==> src/rtl/button_pkg.sv <==
// Shared types and constants for the button conditioning stage.
// Channel indices double as priority order (lowest index wins).
package button_pkg;

  typedef enum logic {
    IDLE = 1'b0,
    HELD = 1'b1
  } lock_state_t;

  localparam int NUM_BTN       = 4;
  localparam int BTN_UP        = 0;
  localparam int BTN_DOWN      = 1;
  localparam int BTN_LEFT      = 2;
  localparam int BTN_RIGHT     = 3;
  localparam int DEF_DB_CYCLES = 500000;

  // One-hot of the lowest-index set bit, zero when nothing is set.
  function automatic logic [NUM_BTN-1:0] pick_first(input logic [NUM_BTN-1:0] lv);
    logic [NUM_BTN-1:0] oh;
    oh = '0;
    for (int i = NUM_BTN - 1; i >= 0; i--) begin
      if (lv[i]) oh = NUM_BTN'(1) << i;
    end
    return oh;
  endfunction

endpackage

==> src/rtl/debounce_ch.sv <==
// One button channel: optional 2-FF synchronizer (BUTTON_PULSE_SYNC_EN), then debounce counter.
// Latency: stable follows a steady input after DB_CYCLES (+2 with sync) edges; no backpressure.
module debounce_ch
  import button_pkg::*;
#(
  parameter int DB_CYCLES = DEF_DB_CYCLES,
  parameter int CNT_W     = $clog2(DB_CYCLES)
) (
  input  logic clk,
  input  logic reset,
  input  logic raw,
  output logic stable
);

  logic             din;
  logic [CNT_W-1:0] cnt;

`ifdef BUTTON_PULSE_SYNC_EN
  logic sync_q1;
  logic sync_q2;

  always_ff @(posedge clk) begin
    if (reset) begin
      sync_q1 <= 1'b0;
      sync_q2 <= 1'b0;
    end else begin
      sync_q1 <= raw;
      sync_q2 <= sync_q1;
    end
  end

  assign din = sync_q2;
`else
  assign din = raw;
`endif

  // Any cycle matching the stable level restarts the count, so glitches never accumulate.
  always_ff @(posedge clk) begin
    if (reset) begin
      stable <= 1'b0;
      cnt    <= '0;
    end else if (din == stable) begin
      cnt <= '0;
    end else if (cnt == CNT_W'(DB_CYCLES - 1)) begin
      stable <= din;
      cnt    <= '0;
    end else begin
      cnt <= cnt + CNT_W'(1);
    end
  end

endmodule

==> src/rtl/button_pulse.sv <==
// Debounced one-shot press pulses for four buttons with press lockout (sync via BUTTON_PULSE_SYNC_EN).
// Latency: pulse one edge after the stable level rises; no backpressure, pulses are fire-and-forget.
module button_pulse
  import button_pkg::*;
#(
  parameter int DB_CYCLES = DEF_DB_CYCLES,
  parameter int CNT_W     = $clog2(DB_CYCLES)
) (
  input  logic clk,
  input  logic reset,
  input  logic btn_up_raw,
  input  logic btn_down_raw,
  input  logic btn_left_raw,
  input  logic btn_right_raw,
  output logic pulse_up,
  output logic pulse_down,
  output logic pulse_left,
  output logic pulse_right,
  output logic held
);

  logic [NUM_BTN-1:0] raw_vec;
  logic [NUM_BTN-1:0] stable;
  logic [NUM_BTN-1:0] pulse_d;
  logic [NUM_BTN-1:0] pulse_q;
  lock_state_t        state_q;
  lock_state_t        state_d;

  assign raw_vec[BTN_UP]    = btn_up_raw;
  assign raw_vec[BTN_DOWN]  = btn_down_raw;
  assign raw_vec[BTN_LEFT]  = btn_left_raw;
  assign raw_vec[BTN_RIGHT] = btn_right_raw;

  for (genvar i = 0; i < NUM_BTN; i++) begin : g_ch
    debounce_ch #(
      .DB_CYCLES(DB_CYCLES),
      .CNT_W    (CNT_W)
    ) u_db (
      .clk   (clk),
      .reset (reset),
      .raw   (raw_vec[i]),
      .stable(stable[i])
    );
  end

  always_ff @(posedge clk) begin
    if (reset) state_q <= IDLE;
    else       state_q <= state_d;
  end

  // Stay locked until every button is stable-low, so a held or added button never re-fires.
  always_comb begin
    state_d = state_q;
    unique case (state_q)
      IDLE: if (|stable)  state_d = HELD;
      HELD: if (~|stable) state_d = IDLE;
    endcase
  end

  always_comb begin
    pulse_d = '0;
    if (state_q == IDLE) pulse_d = pick_first(stable);
  end

  always_ff @(posedge clk) begin
    if (reset) pulse_q <= '0;
    else       pulse_q <= pulse_d;
  end

  assign pulse_up    = pulse_q[BTN_UP];
  assign pulse_down  = pulse_q[BTN_DOWN];
  assign pulse_left  = pulse_q[BTN_LEFT];
  assign pulse_right = pulse_q[BTN_RIGHT];
  assign held        = (state_q == HELD);

endmodule

==> config.mk <==
export PLATFORM = sky130hd
export DESIGN_NAME = button_pulse
export DESIGN_NICKNAME = d
export VERILOG_FILES = /design/src/rtl/button_pkg.sv /design/src/rtl/debounce_ch.sv /design/src/rtl/button_pulse.sv
export SDC_FILE = /design/constraint.sdc
export NUM_CORES = 1
export LEC_CHECK = 0
export ABC_AREA = 1
export BUFFER_PORTS_ARGS = -buffer_cell sky130_fd_sc_hd__buf_4
export CORE_MARGIN = 5
export CORE_UTILIZATION = 30
export DETAILED_ROUTE_END_ITERATION = 7
export RECOVER_POWER = 25
export SYNTH_ARGS = -nofsm -noshare
export SYNTH_HDL_FRONTEND = slang
export SYNTH_SLANG_ARGS = --single-unit
export TNS_END_PERCENT = 5
==> constraint.sdc <==
create_clock -name clk -period 2 [get_ports clk]
set_clock_uncertainty 0.2 [all_clocks]
set_input_delay 0.4 -clock clk [delete_from_list [all_inputs] [get_ports clk]]
set_output_delay 0.4 -clock clk [all_outputs]
set_load 0.1 [all_outputs]
==> flow_summary_export.csv <==
group,metric,value,unit
global_routing,grt_pass1_wl,15.67,mm
global_routing,antenna_found_initial,0,
synth,synth_fa_ha_area_frac,0.01171,
die,ios,11,
cts,cts_buffers,9,
run_status,outcome,"finished clean",
worst_setup_path,reg2reg_from,"g_ch[2].u_db.cnt[0]",
timing,worst_pin_slew,0.5522,ns
synth,synth.area.mux_share,0,
job,drv_cap,0,
timing,slew_viol_final,0,
global_routing,grt_use_met3,0.03339,
synth,syn_area_per_cell,6.743,sq um
worst_setup_path,reg2reg_slack,0.21,ns
timing,fmax,560.2,MHz
layout,diodes,0,
pwr,p_comb_frac,0.022,
die,core_area,0.01393,sq mm
synth,yosysWarningCount,0,
timing,setup_tns,0,ns
cts,cts_resized,0,
timing,timing.final.crit_share,0.8926,
routing,drt-wirelength-per-cell,10.36,um
synth,yosys.area.top_type,"dfxtp_1",
die,rows,43,
pwr,p_int,2895,uW
global_routing,use_met1,0.1465,
global_routing,grt_max_degree,20,
synth,synth_seq_cells,85,
cts,clk_pin_slew,0.06,ns
layout,synthToLayoutAreaGrowth,14.84,%
synth,ys_seq_area_frac,0.3980,
worst_setup_path,timing.rr.end,"g_ch[2].u_db.cnt[0]",
cts,clock-root-buffer,"clkbuf_16",
cts,h-tree-depth,3,
pwr,power_frac_clock,0.509,
worst_hold_path,timing.hold.worst_path_depth,2,
pwr,p_leak,0.001661,uW
global_routing,gr-usage-met2,0.1878,
timing,maxSlewHeadroom,0.6334,
synth,synth-simple-area-share,0.3986,
synth,synth_compound_area_frac,0.03980,
cts,cts_setup_buffers,0,
timing,hold_violations,0,
synth,synth_top_area_frac,0.3980,
synth,yosys.area_share.xor_xnor,0.07989,
global_routing,grt-ovfl-total,0,
synth,netlist_instances,634,
die,die_x,129.4,um
worst_setup_path,path_max_fanout,17,
timing,rsz0062_at_grt,"no",
worst_setup_path,critPathCaptureType,"register",
routing,drc,0,
placed_design,portBuffers,10,
synth,synth-main-ff-cell,"dfxtp_1",
worst_hold_path,min-delay-start,"reset",
layout,drive_gt1_frac,0.07564,
worst_setup_path,worst-r2r-cell-count,7,
placed_design,gp_congestion,0.7979,
worst_setup_path,worstPathRequired,2.02,ns
worst_hold_path,hold_end,"held",
pwr,switchingPower,741.8,uW
synth,synth_edf_count,0,
worst_setup_path,worstSetupPathType,"register to register",
synth,synth_top_family_by_area,"simple AND/OR/NAND/NOR gates",
pwr,p_seq_frac,0.470,
synth,synthArstFlopShare,0,
cts,worstSkewPairLatency,0.34,ns
die,die-area,0.01674,sq mm
synth,synth.distinct_cells,26,
synth,netlist_top_cells_area,"dfxtp_1 (40%), nand2_1 (14%), nor2_1 (14%)",
routing,antenna_left,0,
worst_setup_path,crit_path_start_kind,"register",
timing,setup_viol,0,
global_routing,track_usage,0.1143,
timing,period_minus_slack,1.785,ns
placed_design,post-dp-hpwl,6.536,mm
global_routing,busiest_layer,"met2",
routing,wirelength,8.710,mm
pwr,ir_worst_vdd,0.3719,mV
worst_hold_path,hold_path_class,"input port to register",
cts,clockBufferDepth,2,
worst_setup_path,crit_arrival,1.81,ns
layout,final_design_area_no_fill,0.004910,sq mm
cts,numClockSinks,85,
layout,fin_cells,841,
cts,cts_tree,"yes",
routing,routed-via-count,3710,
layout,nets,666,
synth,synthesis.nets,644,
die,die_y,129.4,um
pwr,powerDensity,740.7,mW/mm^2
global_routing,grt_pass1_vias,3533,
routing,via_per_inst,4.411,
routing,drtPass1Iterations,4,
layout,nFillCells,1492,
placed_design,dp_cells,825,
placed_design,place_area,0.004597,sq mm
synth,syn_area,0.004275,sq mm
synth,netlist_top_cells_count,"nand2_1 (156), nor2_1 (156), dfxtp_1 (85)",
routing,drt_iter0_drc,199,
die,start_util,0.3068,
cts,ctsHoldBuffers,0,
pwr,swShare,0.2040,
==> metal layers <==
layer | vias to the layer above | part of all wire
li1 | 2026 | -
met1 | 1639 | 0.49
met2 | 39 | 0.47
met3 | 6 | 0.028
met4 | 0 | 0.0080
met5 | - | 0
==> worst max path at each step <==
stage / depth (start not counted) / start / end / slack (ns)
detailed placement: 7 / g_ch[0].u_db.cnt[0] / g_ch[0].u_db.cnt[9] / 0.24
global placement: 6 / g_ch[1].u_db.cnt[1] / g_ch[1].u_db.cnt[11] / 0.30
finish: 7 / g_ch[2].u_db.cnt[0] / g_ch[2].u_db.cnt[0] / 0.21
CTS: 7 / g_ch[0].u_db.cnt[0] / g_ch[0].u_db.cnt[9] / 0.22
floorplan: 7 / g_ch[0].u_db.cnt[0] / g_ch[0].u_db.cnt[9] / 0.33
global route: 7 / g_ch[2].u_db.cnt[0] / g_ch[2].u_db.cnt[13] / 0.05
==> through the flow <==
stage	power [uW]	setup slack [ns]	hold slack [ns]	utilization
after floorplan	1797	0.3313	0.2176	-
final	3637	0.2149	0.07789	0.3523
after global placement	1827	0.2970	0.2308	0.3299
after global routing	3779	0.05368	0.06687	0.3523
after detailed placement	1828	0.2359	0.2363	0.3299
after CTS	3702	0.2198	0.06743	0.3540
==> placed cells by master (no fill, tap or decap) <==
master	instances
nor2_1	158
nand2_1	156
dfxtp_1	85
inv_1	69
nand3_1	39
xor2_1	28
a21oi_1	22
nand4_1	20
xnor2_1	11
clkbuf_16	9
buf_4	8
o21ai_0	7
or2_2	6
nor3_1	5
or2_0	5
clkbuf_2	5
nand3_2	4
ha_1	4
nand2_2	2
inv_2	2
clkinv_4	2
bufinv_16	2
clkbuf_8	2
buf_12	2
nand3_4	1
nor2_4	1
nor2_2	1
o21ai_4	1
a41oi_1	1
and2_2	1
and2_1	1
clkinv_2	1
==> worst max-delay path, stage by stage, from the launching register on <==
cell	delay, ns
dfxtp_1	0.42
ha_1	0.21
nand3_1	0.19
inv_2	0.13
nand3_2	0.11
o21ai_4	0.19
buf_12	0.16
nor2_1	0.05
==> cells by family after synthesis <==
logic type / count (synthesis)
simple gates: 400
flops: 85
buf+inv: 75
xor+xnor: 39
compound gates: 31
fa+ha+maj: 4
==> final cells by class <==
class	instances	area (sq um)	area share
well taps	180	225.2	0.04587
multi-input cells	474	2256	0.4595
repair buffers	15	125.1	0.02548
flip-flops and latches	85	1702	0.3466
inverters	71	266.5	0.05428
clock inverters	5	82.58	0.01682
clock buffers	11	252.7	0.05148
==> sequential cells by signal, indices dropped and copies added, names as in the netlist <==
| name | flops |
|---|---|
| held | 1 |
| g_ch.u_db.cnt | 76 |
| g_ch.u_db.stable | 4 |
| pulse_q | 4 |
==> power by group through the flow <==
| stage | Clock (uW) | Combinational [uW] | Sequential (uW) |
|---|---|---|---|
| 6_report | 1850 | 78.9 | 1710 |
| 5_1_grt | 1980 | 90.5 | 1710 |
| 4_1_cts | 1910 | 81.5 | 1710 |
| 3_5_place_dp | 0 | 81.4 | 1750 |
| 3_3_place_gp | 0 | 81.3 | 1750 |
| 2_1_floorplan | 0 | 50.8 | 1750 |
Note: power is estimated with default switching activity, not from simulation.
